**src/rtl/mrc_cmd_sequencer_if.sv**
```systemverilog
// Bundles the command, response and MRC-side signals of the command sequencer.
// The sequencer uses the slave modport; the environment driving it uses master.
interface mrc_cmd_sequencer_if #(
    parameter int WORD_LENGTH = 16
) ();

    logic                       cmd_valid;
    logic                       cmd_ready;
    logic [1:0]                 cmd_op;
    logic [WORD_LENGTH-1:0]     cmd_a;
    logic [WORD_LENGTH-1:0]     cmd_b;

    logic                       rsp_valid;
    logic                       rsp_ready;
    logic [2*WORD_LENGTH-1:0]   rsp_result;
    logic [1:0]                 rsp_status;

    logic                       mrc_start;
    logic                       mrc_load;
    logic [1:0]                 mrc_op;
    logic [WORD_LENGTH-1:0]     mrc_data;
    logic                       mrc_x;
    logic                       mrc_y;
    logic                       mrc_ready;
    logic                       mrc_error;
    logic [2*WORD_LENGTH-1:0]   mrc_result;

    logic                       busy;

    modport slave (
        input  cmd_valid, cmd_op, cmd_a, cmd_b,
        input  rsp_ready,
        input  mrc_x, mrc_y, mrc_ready, mrc_error, mrc_result,
        output cmd_ready,
        output rsp_valid, rsp_result, rsp_status,
        output mrc_start, mrc_load, mrc_op, mrc_data,
        output busy
    );

    modport master (
        output cmd_valid, cmd_op, cmd_a, cmd_b,
        output rsp_ready,
        output mrc_x, mrc_y, mrc_ready, mrc_error, mrc_result,
        input  cmd_ready,
        input  rsp_valid, rsp_result, rsp_status,
        input  mrc_start, mrc_load, mrc_op, mrc_data,
        input  busy
    );

endinterface

```
**src/rtl/mrc_cmd_sequencer.sv**
```systemverilog
// Sequences multiply/divide/square-root commands onto an MRC arithmetic unit:
// start strobe, operand loads, acknowledge waits with timeout, one response per command.
module mrc_cmd_sequencer #(
    parameter int WORD_LENGTH = 16,
    parameter int TIMEOUT     = 64
) (
    input  logic                  clk,
    input  logic                  reset,
    mrc_cmd_sequencer_if.slave    bus
);

    localparam logic [1:0] OP_MUL  = 2'b00;
    localparam logic [1:0] OP_DIV  = 2'b01;
    localparam logic [1:0] OP_SQRT = 2'b10;
    localparam logic [1:0] OP_ILL  = 2'b11;

    localparam logic [1:0] ST_OK      = 2'b00;
    localparam logic [1:0] ST_MRC_ERR = 2'b01;
    localparam logic [1:0] ST_ILLEGAL = 2'b10;
    localparam logic [1:0] ST_TIMEOUT = 2'b11;

    localparam int               CNT_W    = (TIMEOUT > 1) ? $clog2(TIMEOUT) : 1;
    localparam logic [CNT_W-1:0] CNT_LAST = CNT_W'(TIMEOUT - 1);

    typedef enum logic [2:0] {
        IDLE      = 3'd0,
        START     = 3'd1,
        LOAD_A    = 3'd2,
        WAIT_A    = 3'd3,
        LOAD_B    = 3'd4,
        WAIT_B    = 3'd5,
        WAIT_DONE = 3'd6,
        RESP      = 3'd7
    } state_t;

    // Square root needs only operand A; multiply and divide also load B.
    function automatic logic needs_b(input logic [1:0] op);
        needs_b = (op == OP_MUL) || (op == OP_DIV);
    endfunction

    state_t                     state_q, state_d;
    logic [1:0]                 op_q, op_d;
    logic [WORD_LENGTH-1:0]     a_q, a_d;
    logic [WORD_LENGTH-1:0]     b_q, b_d;
    logic [CNT_W-1:0]           cnt_q, cnt_d;

    logic                       cmd_ready_q, cmd_ready_d;
    logic                       rsp_valid_q, rsp_valid_d;
    logic [2*WORD_LENGTH-1:0]   rsp_result_q, rsp_result_d;
    logic [1:0]                 rsp_status_q, rsp_status_d;
    logic                       mrc_start_q, mrc_start_d;
    logic                       mrc_load_q, mrc_load_d;
    logic [1:0]                 mrc_op_q, mrc_op_d;
    logic [WORD_LENGTH-1:0]     mrc_data_q, mrc_data_d;
    logic                       busy_q, busy_d;

    // Next-state, operand latch, timeout counter and response capture.
    always_comb begin
        state_d      = state_q;
        op_d         = op_q;
        a_d          = a_q;
        b_d          = b_q;
        cnt_d        = cnt_q;
        rsp_result_d = rsp_result_q;
        rsp_status_d = rsp_status_q;

        case (state_q)
            IDLE: begin
                if (bus.cmd_valid) begin
                    op_d = bus.cmd_op;
                    a_d  = bus.cmd_a;
                    b_d  = bus.cmd_b;
                    if (bus.cmd_op == OP_ILL) begin
                        state_d      = RESP;
                        rsp_result_d = '0;
                        rsp_status_d = ST_ILLEGAL;
                    end else begin
                        state_d = START;
                    end
                end else begin
                    state_d = IDLE;
                end
            end
            START: begin
                state_d = LOAD_A;
            end
            LOAD_A: begin
                state_d = WAIT_A;
                cnt_d   = '0;
            end
            WAIT_A: begin
                if (bus.mrc_x) begin
                    state_d = needs_b(op_q) ? LOAD_B : WAIT_DONE;
                    cnt_d   = '0;
                end else if (cnt_q == CNT_LAST) begin
                    state_d      = RESP;
                    rsp_result_d = '0;
                    rsp_status_d = ST_TIMEOUT;
                end else begin
                    cnt_d = cnt_q + CNT_W'(1);
                end
            end
            LOAD_B: begin
                state_d = WAIT_B;
                cnt_d   = '0;
            end
            WAIT_B: begin
                if (bus.mrc_y) begin
                    state_d = WAIT_DONE;
                    cnt_d   = '0;
                end else if (cnt_q == CNT_LAST) begin
                    state_d      = RESP;
                    rsp_result_d = '0;
                    rsp_status_d = ST_TIMEOUT;
                end else begin
                    cnt_d = cnt_q + CNT_W'(1);
                end
            end
            WAIT_DONE: begin
                if (bus.mrc_ready) begin
                    state_d      = RESP;
                    rsp_result_d = bus.mrc_result;
                    rsp_status_d = bus.mrc_error ? ST_MRC_ERR : ST_OK;
                end else if (cnt_q == CNT_LAST) begin
                    state_d      = RESP;
                    rsp_result_d = '0;
                    rsp_status_d = ST_TIMEOUT;
                end else begin
                    cnt_d = cnt_q + CNT_W'(1);
                end
            end
            RESP: begin
                if (bus.rsp_ready) begin
                    state_d = IDLE;
                end else begin
                    state_d = RESP;
                end
            end
            default: begin
                state_d = IDLE;
            end
        endcase
    end

    // Output decode from the next state so every output leaves a flop aligned with its state.
    always_comb begin
        cmd_ready_d = 1'b0;
        rsp_valid_d = 1'b0;
        mrc_start_d = 1'b0;
        mrc_load_d  = 1'b0;
        mrc_op_d    = 2'b00;
        mrc_data_d  = '0;
        busy_d      = 1'b1;

        case (state_d)
            IDLE: begin
                cmd_ready_d = 1'b1;
                busy_d      = 1'b0;
            end
            START: begin
                mrc_start_d = 1'b1;
                mrc_op_d    = op_d;
            end
            LOAD_A: begin
                mrc_load_d = 1'b1;
                mrc_op_d   = op_d;
                mrc_data_d = a_d;
            end
            WAIT_A: begin
                mrc_op_d   = op_d;
                mrc_data_d = a_d;
            end
            LOAD_B: begin
                mrc_load_d = 1'b1;
                mrc_op_d   = op_d;
                mrc_data_d = b_d;
            end
            WAIT_B: begin
                mrc_op_d   = op_d;
                mrc_data_d = b_d;
            end
            WAIT_DONE: begin
                mrc_op_d = op_d;
            end
            RESP: begin
                rsp_valid_d = 1'b1;
            end
            default: begin
                busy_d = 1'b1;
            end
        endcase
    end

    // State, operand and output registers with synchronous reset.
    always_ff @(posedge clk) begin
        if (reset) begin
            state_q      <= IDLE;
            op_q         <= 2'b00;
            a_q          <= '0;
            b_q          <= '0;
            cnt_q        <= '0;
            cmd_ready_q  <= 1'b1;
            rsp_valid_q  <= 1'b0;
            rsp_result_q <= '0;
            rsp_status_q <= 2'b00;
            mrc_start_q  <= 1'b0;
            mrc_load_q   <= 1'b0;
            mrc_op_q     <= 2'b00;
            mrc_data_q   <= '0;
            busy_q       <= 1'b0;
        end else begin
            state_q      <= state_d;
            op_q         <= op_d;
            a_q          <= a_d;
            b_q          <= b_d;
            cnt_q        <= cnt_d;
            cmd_ready_q  <= cmd_ready_d;
            rsp_valid_q  <= rsp_valid_d;
            rsp_result_q <= rsp_result_d;
            rsp_status_q <= rsp_status_d;
            mrc_start_q  <= mrc_start_d;
            mrc_load_q   <= mrc_load_d;
            mrc_op_q     <= mrc_op_d;
            mrc_data_q   <= mrc_data_d;
            busy_q       <= busy_d;
        end
    end

    assign bus.cmd_ready  = cmd_ready_q;
    assign bus.rsp_valid  = rsp_valid_q;
    assign bus.rsp_result = rsp_result_q;
    assign bus.rsp_status = rsp_status_q;
    assign bus.mrc_start  = mrc_start_q;
    assign bus.mrc_load   = mrc_load_q;
    assign bus.mrc_op     = mrc_op_q;
    assign bus.mrc_data   = mrc_data_q;
    assign bus.busy       = busy_q;

endmodule
```
**src/flat_wrapper.sv**
```systemverilog
// flat-port wrapper written by rule: the top's interface ports become plain ports
module mrc_cmd_sequencer_flat 
#(
    parameter int WORD_LENGTH = 16,
    parameter int TIMEOUT     = 64
)
  (clk, reset, bus_cmd_valid, bus_cmd_op, bus_cmd_a, bus_cmd_b, bus_rsp_ready, bus_mrc_x, bus_mrc_y, bus_mrc_ready, bus_mrc_error, bus_mrc_result, bus_cmd_ready, bus_rsp_valid, bus_rsp_result, bus_rsp_status, bus_mrc_start, bus_mrc_load, bus_mrc_op, bus_mrc_data, bus_busy);
  mrc_cmd_sequencer_if #(.WORD_LENGTH(WORD_LENGTH)) bus_i ();
  input  logic clk;
  input  logic reset;
  input wire logic [$bits(bus_i.cmd_valid)-1:0] bus_cmd_valid;
  input wire logic [$bits(bus_i.cmd_op)-1:0] bus_cmd_op;
  input wire logic [$bits(bus_i.cmd_a)-1:0] bus_cmd_a;
  input wire logic [$bits(bus_i.cmd_b)-1:0] bus_cmd_b;
  input wire logic [$bits(bus_i.rsp_ready)-1:0] bus_rsp_ready;
  input wire logic [$bits(bus_i.mrc_x)-1:0] bus_mrc_x;
  input wire logic [$bits(bus_i.mrc_y)-1:0] bus_mrc_y;
  input wire logic [$bits(bus_i.mrc_ready)-1:0] bus_mrc_ready;
  input wire logic [$bits(bus_i.mrc_error)-1:0] bus_mrc_error;
  input wire logic [$bits(bus_i.mrc_result)-1:0] bus_mrc_result;
  output wire logic [$bits(bus_i.cmd_ready)-1:0] bus_cmd_ready;
  output wire logic [$bits(bus_i.rsp_valid)-1:0] bus_rsp_valid;
  output wire logic [$bits(bus_i.rsp_result)-1:0] bus_rsp_result;
  output wire logic [$bits(bus_i.rsp_status)-1:0] bus_rsp_status;
  output wire logic [$bits(bus_i.mrc_start)-1:0] bus_mrc_start;
  output wire logic [$bits(bus_i.mrc_load)-1:0] bus_mrc_load;
  output wire logic [$bits(bus_i.mrc_op)-1:0] bus_mrc_op;
  output wire logic [$bits(bus_i.mrc_data)-1:0] bus_mrc_data;
  output wire logic [$bits(bus_i.busy)-1:0] bus_busy;
  assign bus_i.cmd_valid = bus_cmd_valid;
  assign bus_i.cmd_op = bus_cmd_op;
  assign bus_i.cmd_a = bus_cmd_a;
  assign bus_i.cmd_b = bus_cmd_b;
  assign bus_i.rsp_ready = bus_rsp_ready;
  assign bus_i.mrc_x = bus_mrc_x;
  assign bus_i.mrc_y = bus_mrc_y;
  assign bus_i.mrc_ready = bus_mrc_ready;
  assign bus_i.mrc_error = bus_mrc_error;
  assign bus_i.mrc_result = bus_mrc_result;
  assign bus_cmd_ready = bus_i.cmd_ready;
  assign bus_rsp_valid = bus_i.rsp_valid;
  assign bus_rsp_result = bus_i.rsp_result;
  assign bus_rsp_status = bus_i.rsp_status;
  assign bus_mrc_start = bus_i.mrc_start;
  assign bus_mrc_load = bus_i.mrc_load;
  assign bus_mrc_op = bus_i.mrc_op;
  assign bus_mrc_data = bus_i.mrc_data;
  assign bus_busy = bus_i.busy;
  mrc_cmd_sequencer #(.WORD_LENGTH(WORD_LENGTH), .TIMEOUT(TIMEOUT)) u_core (.clk(clk), .reset(reset), .bus(bus_i));
endmodule
```
**config.mk**
```make
export PLATFORM = sky130hd
export DESIGN_NAME = mrc_cmd_sequencer_flat
export DESIGN_NICKNAME = d
export VERILOG_FILES = /design/src/rtl/mrc_cmd_sequencer_if.sv /design/src/rtl/mrc_cmd_sequencer.sv /design/src/flat_wrapper.sv
export SDC_FILE = /design/constraint.sdc
export NUM_CORES = 1
export LEC_CHECK = 0
export ABC_CLOCK_PERIOD_IN_PS = 2700
export CORE_MARGIN = 8
export CORE_UTILIZATION = 44
export DETAILED_ROUTE_END_ITERATION = 10
export PLACE_DENSITY = 0.79
export RECOVER_POWER = 100
export REMOVE_ABC_BUFFERS = 1
export SYNTH_ARGS = -nofsm -noshare
export SYNTH_HDL_FRONTEND = slang
export SYNTH_SLANG_ARGS = --single-unit
export TNS_END_PERCENT = 100
```
**constraint.sdc**
```tcl
create_clock -name clk -period 2.7 [get_ports clk]
set_input_delay 0.81 -clock clk [delete_from_list [all_inputs] [get_ports clk]]
set_output_delay 0.81 -clock clk [all_outputs]
set_load 0.1 [all_outputs]
```
==> reports/metrics.yaml, run 1 <==
sta:
  rsz0062_at_grt: "no"
  whs_ps: 465.1
  final_max_slew_viol_count: 0
  hold_viol_final: 0
  finalSetupViolCount: 0
  slew_headroom_pct: 21.35
  max_freq_mhz: 399.7
  setup_slack_ps: 198.0
  min_period_over_period_pct: 92.67
  period_minus_slack_ps: 2502
  tns_ps: 0
  clock_skew_ps: 10.70
  tightest_slew_ps: 1185
logic_synthesis:
  synthXorXnorAreaFrac_pct: 0.4788
  syn_area_um2: 3659
  synthMuxAreaShare_pct: 0.8208
  ys.flop_type: "dfxtp_1"
  yosysSeqAreaShare_pct: 54.72
  synth_edf_count: 0
  async_flop_share_pct: 0
  synth_cells: 414
  synth_top_family_by_area: "compound AO/OA/AOI/OAI gates"
  ys_warn_count: 0
  yosys.area_share.simple_pct: 18.33
  synthAdderAreaFrac_pct: 0.3420
  synth-seq-cells: 100
  synth_compound_area_share_pct: 21.17
  synth.distinct_cells: 40
  syn_avg_cell_area_um2: 8.837
cts:
  cts_hold_buf: 0
  cts-htree-levels: 3
  clock_latency_ps: 350
  cts_root_buf: "clkbuf_8"
  clock-sinks: 100
  path_clk_slew_ps: 100
  cts_tree: "built"
  post_cts_buffers: 0
  cts_inserted_buffers: 9
  clockBufferDepth: 2
  post_cts_resized: 0
worst_hold_path:
  min_path_type: "flip-flop to flip-flop"
placement:
  hpwl_um: 7100
  place_inst: 633
  post-place-ws_ps: -42.74
  io_buffer_count: 130
  dpl_cell_area_um2: 4967
  place_congestion: 0.8707
finish:
  final-instance-count-excl-fill: 649
  postLayoutCellArea_um2: 4977
  fillers: 757
  final_util_pct: 61.19
  antenna_cells: 0
  areaGrowthSynthToFinish_pct: 36.05
  final_layout_size_suffix_gt1_share_pct: 11.21
  final_nets: 614
global_routing:
  grt_max_degree: 55
  track_usage_pct: 17.05
  antenna_found_initial: 0
  grt_pass1_wl_um: 16230
  grt_pass1_vias: 3331
  grt_overflow: 0
floorplanning:
  io_pins: 131
  start_util_pct: 44.98
  rows: 33
  coreArea_um2: 8134
  dieHeight_um: 107.2
  die_x_um: 107.2
  dieArea_um2: 11490
worst_setup_path:
  arrival_ps: 2750
  cp.required_ps: 2950
  path_class: "input pin to flip-flop"
  path_max_fanout: 2
  cp-start-kind: "input pin"
  end_kind: "flip-flop"
power_and_ir_drop:
  leakage_nw: 1.928
  peakVddDrop_uv: 391.6
  powerDensity_nw_per_um2: 1020
  power_mw: 5.077
route:
  wl_per_cell_um: 15.29
  drc_errors: 0
  finalWirelength_um: 9920
  drtAntennaViolNets: 0
  vias: 3392
  viasPerCell: 5.227
  dr.first_iter.drc_count: 206
  firstDrtPassIters: 5
run:
  drv_cap: 0
outcome:
  outcome: "completed"
==> worst max-delay path, stage by stage <==
cell	delay, ps
dlygate4sd3_1	580
o31ai_4	210
a21oi_1	90
o32a_1	380
or4_1	520
and3_1	160
==> flip-flops by register name, summed over array words and instances (netlist names), 2 cells and up <==
register / count
u_core.a_q: 16
u_core.b_q: 16
u_core.bus.mrc_data: 16
u_core.bus.mrc_op: 2
u_core.bus.rsp_result: 32
u_core.bus.rsp_status: 2
u_core.cnt_q: 6
u_core.op_q: 2
u_core.state_q: 3
==> layout make-up <==
class	count	area [um^2]	area share [%]
multi-input combinational	280	1510	30.34
clock inverter	7	80.08	1.609
clock buffer	9	123.9	2.489
sequential	100	2002	40.22
inverter	5	18.77	0.3771
tap	105	131.4	2.640
timing repair buffer	143	1111	22.32
==> cell usage after synthesis, types with 2 or more instances <==
cell type	number	area (um^2)
a211oi_1	3	22.52
and3_1	3	18.77
a21oi_1	40	200.2
buf_4	3	22.52
inv_1	4	15.01
nor3_1	8	40.04
buf_2	10	50.05
nor2_1	48	180.2
nand2b_1	4	25.02
xor2_1	2	17.52
a21o_1	2	15.01
clkbuf_1	16	60.06
nand3_1	3	15.01
nand4_1	4	25.02
and2_1	3	18.77
o21ai_0	9	45.04
dfxtp_1	100	2002
a22oi_1	32	240.2
mux2i_1	3	30.03
a22o_1	16	140.1
nand2_1	82	307.8
==> power by group <==
| part | total [mW] | internal, mW | leakage, nW | switching (mW) |
|---|---|---|---|---|
| registers | 1.86 | 1.71 | 0.813 | 0.152 |
| clock network | 0.961 | 0.442 | 0.102 | 0.520 |
| logic | 2.26 | 0.621 | 1.01 | 1.63 |
==> cell families (layout without fill, tap and decap cells) <==
group,Yosys count,count (layout)
and+or+nand+nor,160,160
AOI/OAI and AO/OA,114,114
DFF,100,100
buffers and inverters,34,164
muxes,3,3
xor gates and xnor gates,2,2
adders and majority gates,1,1
==> layer usage <==
metal	vias to the layer above	share of wire, %	GRT usage (%)
met1	1577	45	21.62
met4	0	0.55	4.523
met2	123	45	26.48
li1	1687	-	-
met3	5	9.4	6.419
met5	-	0	0
==> final timing paths <==
check                               startpoint                         endpoint  slack [ps]  cells past startpoint
setup reg to reg  u_core.state_q[0]$_SDFF_PP0_  u_core.bus.mrc_op[0]$_SDFF_PP0_         520                      6
hold / removal        u_core.a_q[3]$_SDFF_PP0_         u_core.a_q[3]$_SDFF_PP0_         470                      2
setup / recovery                     bus_mrc_x  u_core.bus.mrc_op[1]$_SDFF_PP0_         200                      6
hold reg to reg       u_core.a_q[3]$_SDFF_PP0_         u_core.a_q[3]$_SDFF_PP0_         470                      2
==> cells in the final DEF (no fill, tap or decap), types with 7 or more instances in the layout <==
cell type and count:
a22oi_1 32, clkdlybuf4s50_1 70, a22o_1 16, clkbuf_1 27
nor2_1 48, nand2_1 82, a21oi_1 40, clkbuf_8 9
dfxtp_1 100, nor3_1 7, clkbuf_2 31, o21ai_0 10
Power figures use the tool's default switching activity.
==> run 2: changes to the inputs <==
==> constraint.sdc (replaced) <==
create_clock -name clk -period 2.7 [get_ports clk]
set_input_delay 0.81 -clock clk [delete_from_list [all_inputs] [get_ports clk]]
set_output_delay 0.81 -clock clk [all_outputs]
set_load 0.01 [all_outputs]
==> run 2 against run 1 <==
Worst hold slack better by 2.0 ps. Flip-flop and latch count is the same. Utilization rose by 3.8 points. Critical path depth is the same. Sequential power barely moved. Register-to-register slack about the same. Combinational power decreased by 27%. Wire length rose by 1.1%. Critical endpoint is now u_core.bus.mrc_op[0]$_SDFF_PP0_.
==> reports/metrics.yaml, run 2 (synthesized netlist as in run 1, its figures left out) <==
power_and_ir_drop:
  powerDensity_nw_per_um2: 832.8
  leakage_nw: 2.136
  power_mw: 4.402
  peakVddDrop_uv: 435.6
sta:
  slew_headroom_pct: 53.00
  whs_ps: 467.1
  tightest_slew_ps: 704.1
  min_period_over_period_pct: 92.42
  period_minus_slack_ps: 2495
  rsz0062_at_grt: "no"
  clock_skew_ps: 13.08
  finalSetupViolCount: 0
  setup_slack_ps: 204.7
  hold_viol_final: 0
  tns_ps: 0
  max_freq_mhz: 400.8
  final_max_slew_viol_count: 0
route:
  finalWirelength_um: 10030
  dr.first_iter.drc_count: 203
  vias: 3374
  drc_errors: 0
  drtAntennaViolNets: 0
  firstDrtPassIters: 7
  viasPerCell: 5.199
  wl_per_cell_um: 15.45
cts:
  post_cts_resized: 0
  clockBufferDepth: 2
  clock-sinks: 100
  post_cts_buffers: 0
  cts_inserted_buffers: 9
  cts_hold_buf: 0
  clock_latency_ps: 360
  cts_tree: "built"
  path_clk_slew_ps: 110
  cts_root_buf: "clkbuf_8"
  cts-htree-levels: 3
finish:
  final_layout_size_suffix_gt1_share_pct: 5.699
  areaGrowthSynthToFinish_pct: 44.46
  layout.cells.most_common_list: "dfxtp_1, nand2_1, clkdlybuf4s50_1"
  antenna_cells: 0
  final_common_cell: "dfxtp_1"
  final_util_pct: 64.97
  largest_register_ffs: 32
  final-instance-count-excl-fill: 649
  postLayoutCellArea_um2: 5285
  final_nets: 614
  seqCellArea_um2: 2002
  multi_input_area_um2: 1510
  fillers: 668
floorplanning:
  dieHeight_um: 107.2
  rows: 33
  start_util_pct: 44.98
  io_pins: 131
  die_x_um: 107.2
  coreArea_um2: 8134
  dieArea_um2: 11490
worst_setup_path:
  rr_endpoint: "u_core.bus.mrc_op[0]$_SDFF_PP0_"
  arrival_ps: 2750
  reg2regPathDepth: 6
  endpoint: "u_core.bus.mrc_op[0]$_SDFF_PP0_"
  crit_path_start: "bus_mrc_x"
  path_class: "input pin to flip-flop"
  rrSetupSlack_ps: 510
  r2r_start: "u_core.state_q[0]$_SDFF_PP0_"
  cp-start-kind: "input pin"
  cp.required_ps: 2960
  path_max_fanout: 2
  end_kind: "flip-flop"
global_routing:
  grt_overflow: 0
  grt_max_degree: 55
  grt_pass1_vias: 3360
  grt_pass1_wl_um: 16420
  track_usage_pct: 17.41
  antenna_found_initial: 0
worst_hold_path:
  min_path_type: "flip-flop to flip-flop"
placement:
  dpl_cell_area_um2: 5110
  hpwl_um: 7110
  post-place-ws_ps: -39.81
  place_congestion: 0.8564
  io_buffer_count: 130
  place_inst: 633
run:
  drv_cap: 0
outcome:
  outcome: "completed"
[run 2: how the worst min path moves through the flow]
stage / start / cells past startpoint / slack, ps / to
CTS: u_core.b_q[3]$_SDFF_PP0_ / 2 / 470 / u_core.b_q[3]$_SDFF_PP0_
floorplan: u_core.op_q[0]$_SDFF_PP0_ / 2 / 430 / u_core.op_q[0]$_SDFF_PP0_
detailed placement: u_core.b_q[3]$_SDFF_PP0_ / 2 / 450 / u_core.b_q[3]$_SDFF_PP0_
global route: u_core.b_q[3]$_SDFF_PP0_ / 2 / 490 / u_core.b_q[3]$_SDFF_PP0_
global placement: u_core.a_q[9]$_SDFF_PP0_ / 2 / 450 / u_core.a_q[9]$_SDFF_PP0_
finish: u_core.b_q[3]$_SDFF_PP0_ / 2 / 470 / u_core.b_q[3]$_SDFF_PP0_
[run 2: critical path, stage by stage]
cell and delay [ps]:
dlygate4sd3_1 600, o31ai_4 200, a21oi_1 90, o32a_1 370, or4_1 520, and3_1 160
[run 2: final cells by class]
class | count | area share, %
clock buffers | 9 | 2.344
well taps | 105 | 2.486
clock inverters | 7 | 1.302
multi-input cells | 280 | 28.57
repair buffers | 143 | 27.06
inverters | 5 | 0.3551
flip-flops and latches | 100 | 37.88
[run 2: power by group]
part           total, mW  internal [mW]  switching, mW
sequential          1.85           1.71          0.146
combinational       1.64          0.702          0.936
clock              0.910          0.361          0.549
total               4.40           2.77           1.63
[run 2: layer usage]
layer  global-route usage [%]  wire (um)
met4                    4.623         89
met2                    27.05       4530
met1                    21.30       4428
met3                    7.798        977
met5                        0          0
==> run 3: changes to the inputs <==
--- a/config.mk
+++ b/config.mk
@@ -5,10 +5,11 @@
 export SDC_FILE = /design/constraint.sdc
 export NUM_CORES = 1
 export LEC_CHECK = 0
-export ABC_CLOCK_PERIOD_IN_PS = 2700
+export ABC_CLOCK_PERIOD_IN_PS = 2600
 export CORE_MARGIN = 8
 export CORE_UTILIZATION = 44
 export DETAILED_ROUTE_END_ITERATION = 10
+export GPL_ROUTABILITY_DRIVEN = 1
 export PLACE_DENSITY = 0.79
 export RECOVER_POWER = 100
 export REMOVE_ABC_BUFFERS = 1
==> constraint.sdc (replaced) <==
create_clock -name clk -period 2.6 [get_ports clk]
set_input_delay 0.78 -clock clk [delete_from_list [all_inputs] [get_ports clk]]
set_output_delay 0.78 -clock clk [all_outputs]
set_load 0.01 [all_outputs]
==> run 3 against run 2 <==
Clock skew is 3.9 ps lower. Register-to-register slack worse by 180 ps. Via count is 0.98% lower. Combinational power is 5% higher. Worst hold slack worse by 3.5 ps. Count of clock-buffer cells in the layout stayed put. Sequential power is 4% higher. Wire length is 0.17% lower. Setup slack better by 78 ps. Sequential share of layout area is 0.30 points lower. First-iteration DRC count stayed put. Total power is 6.6% higher. Critical path type unchanged. Largest power group unchanged.
==> reports/metrics.yaml, run 3 (synthesized netlist as in run 1, its figures left out) <==
cts:
  cts_inserted_buffers: 9
  clock_latency_ps: 360
  post_cts_resized: 0
  clockBufferDepth: 2
  post_cts_buffers: 0
  clock-sinks: 100
  cts_root_buf: "clkbuf_8"
  cts_tree: "built"
  path_clk_slew_ps: 100
  cts-htree-levels: 3
  cts_hold_buf: 0
sta:
  max_freq_mhz: 431.6
  slew_headroom_pct: 53.50
  setup_slack_ps: 283.1
  tightest_slew_ps: 696.6
  rsz0062_at_grt: "no"
  finalSetupViolCount: 0
  final_max_slew_viol_count: 0
  hold_viol_final: 0
  whs_ps: 463.6
  period_minus_slack_ps: 2317
  clock_skew_ps: 9.197
  min_period_over_period_pct: 89.11
worst_setup_path:
  cp-start-kind: "input pin"
  path_class: "input pin to flip-flop"
  slowest_stage: "or4_1"
  cp.required_ps: 2860
  end_kind: "flip-flop"
  crit_chain: "clkdlybuf4s50_1 > o31ai_4 > a21oi_1 > o32a_1 > or4_1 > and3_1"
  arrival_ps: 2580
  max_stage_delay_ps: 530
  path_max_fanout: 2
route:
  drc_errors: 0
  dr.first_iter.drc_count: 203
  firstDrtPassIters: 4
  drtAntennaViolNets: 0
  finalWirelength_um: 10010
  wl_per_cell_um: 15.35
  viasPerCell: 5.124
  vias: 3341
floorplanning:
  rows: 33
  dieArea_um2: 11490
  coreArea_um2: 8134
  start_util_pct: 44.98
  io_pins: 131
  dieHeight_um: 107.2
  die_x_um: 107.2
finish:
  areaGrowthSynthToFinish_pct: 45.62
  final_layout_size_suffix_gt1_share_pct: 6.216
  final-instance-count-excl-fill: 652
  largest_register_ffs: 32
  final_nets: 617
  final_util_pct: 65.50
  final_common_cell: "dfxtp_1"
  layout.cells.most_common_list: "dfxtp_1, nand2_1, clkdlybuf4s50_1"
  antenna_cells: 0
  fillers: 661
run:
  drv_cap: 0
outcome:
  outcome: "completed"
power_and_ir_drop:
  powerDensity_nw_per_um2: 880.4
  leakage_nw: 2.159
  peakVddDrop_uv: 540.1
global_routing:
  grt_pass1_wl_um: 16130
  grt_pass1_vias: 3350
  antenna_found_initial: 0
  track_usage_pct: 17.19
  grt_overflow: 0
  grt_max_degree: 35
placement:
  hpwl_um: 7144
  io_buffer_count: 130
  place_inst: 636
  post-place-ws_ps: -92.08
  place_congestion: 0.8470
worst_hold_path:
  min_path_type: "flip-flop to flip-flop"
## run 3: stage by stage
step	area (um^2)	power [mW]	TNS [ps]
after floorplan	3526	2.847	-15830
after global placement	5145	3.737	-121.1
after detailed placement	5145	3.783	-1159
after CTS	5358	4.831	0
after global routing	5328	4.993	0
final	5328	4.691	0
## run 3: worst paths after layout
check	cells past startpoint	startpoint	end	slack, ps
worst max-delay path	6	bus_mrc_x	u_core.bus.mrc_op[1]$_SDFF_PP0_	280
worst min-delay path	2	u_core.op_q[0]$_SDFF_PP0_	u_core.op_q[0]$_SDFF_PP0_	460
worst min register to register	2	u_core.op_q[0]$_SDFF_PP0_	u_core.op_q[0]$_SDFF_PP0_	460
worst max register to register	6	u_core.state_q[0]$_SDFF_PP0_	u_core.bus.mrc_data[0]$_SDFF_PP0_	330
## run 3: area by class of cell
type                    instances  area, um^2  share of cell area (%)
flip-flops and latches        100        2002                   37.58
multi-input cells             280        1510                   28.35
repair buffers                146        1453                   27.27
well taps                     105       131.4                   2.466
clock buffers                   9       123.9                   2.325
clock inverters                 7       88.84                   1.667
inverters                       5       18.77                  0.3523
## run 3: per-layer routing
| metal | global-route usage [%] | part of all wire (%) | up-vias |
|---|---|---|---|
| li1 | - | - | 1688 |
| met1 | 20.64 | 44 | 1526 |
| met2 | 26.35 | 45 | 123 |
| met3 | 8.878 | 11 | 4 |
| met4 | 4.523 | 0.51 | 0 |
| met5 | 0 | 0 | - |
## run 3: where the power goes
| group | internal [mW] | leakage, nW | switching, mW | total, mW |
|---|---|---|---|---|
| clock | 0.470 | 0.106 | 0.567 | 1.04 |
| sequential | 1.77 | 0.813 | 0.151 | 1.92 |
| combinational | 0.751 | 1.24 | 0.978 | 1.73 |
| total | 2.99 | 2.16 | 1.70 | 4.69 |
## run 3: worst max-delay path, delay by kind of cell
family	cells	cell delay (ps)
AO/OA/AOI/OAI	3	650
AND/OR/NAND/NOR	2	690
buffers and inverters	1	460
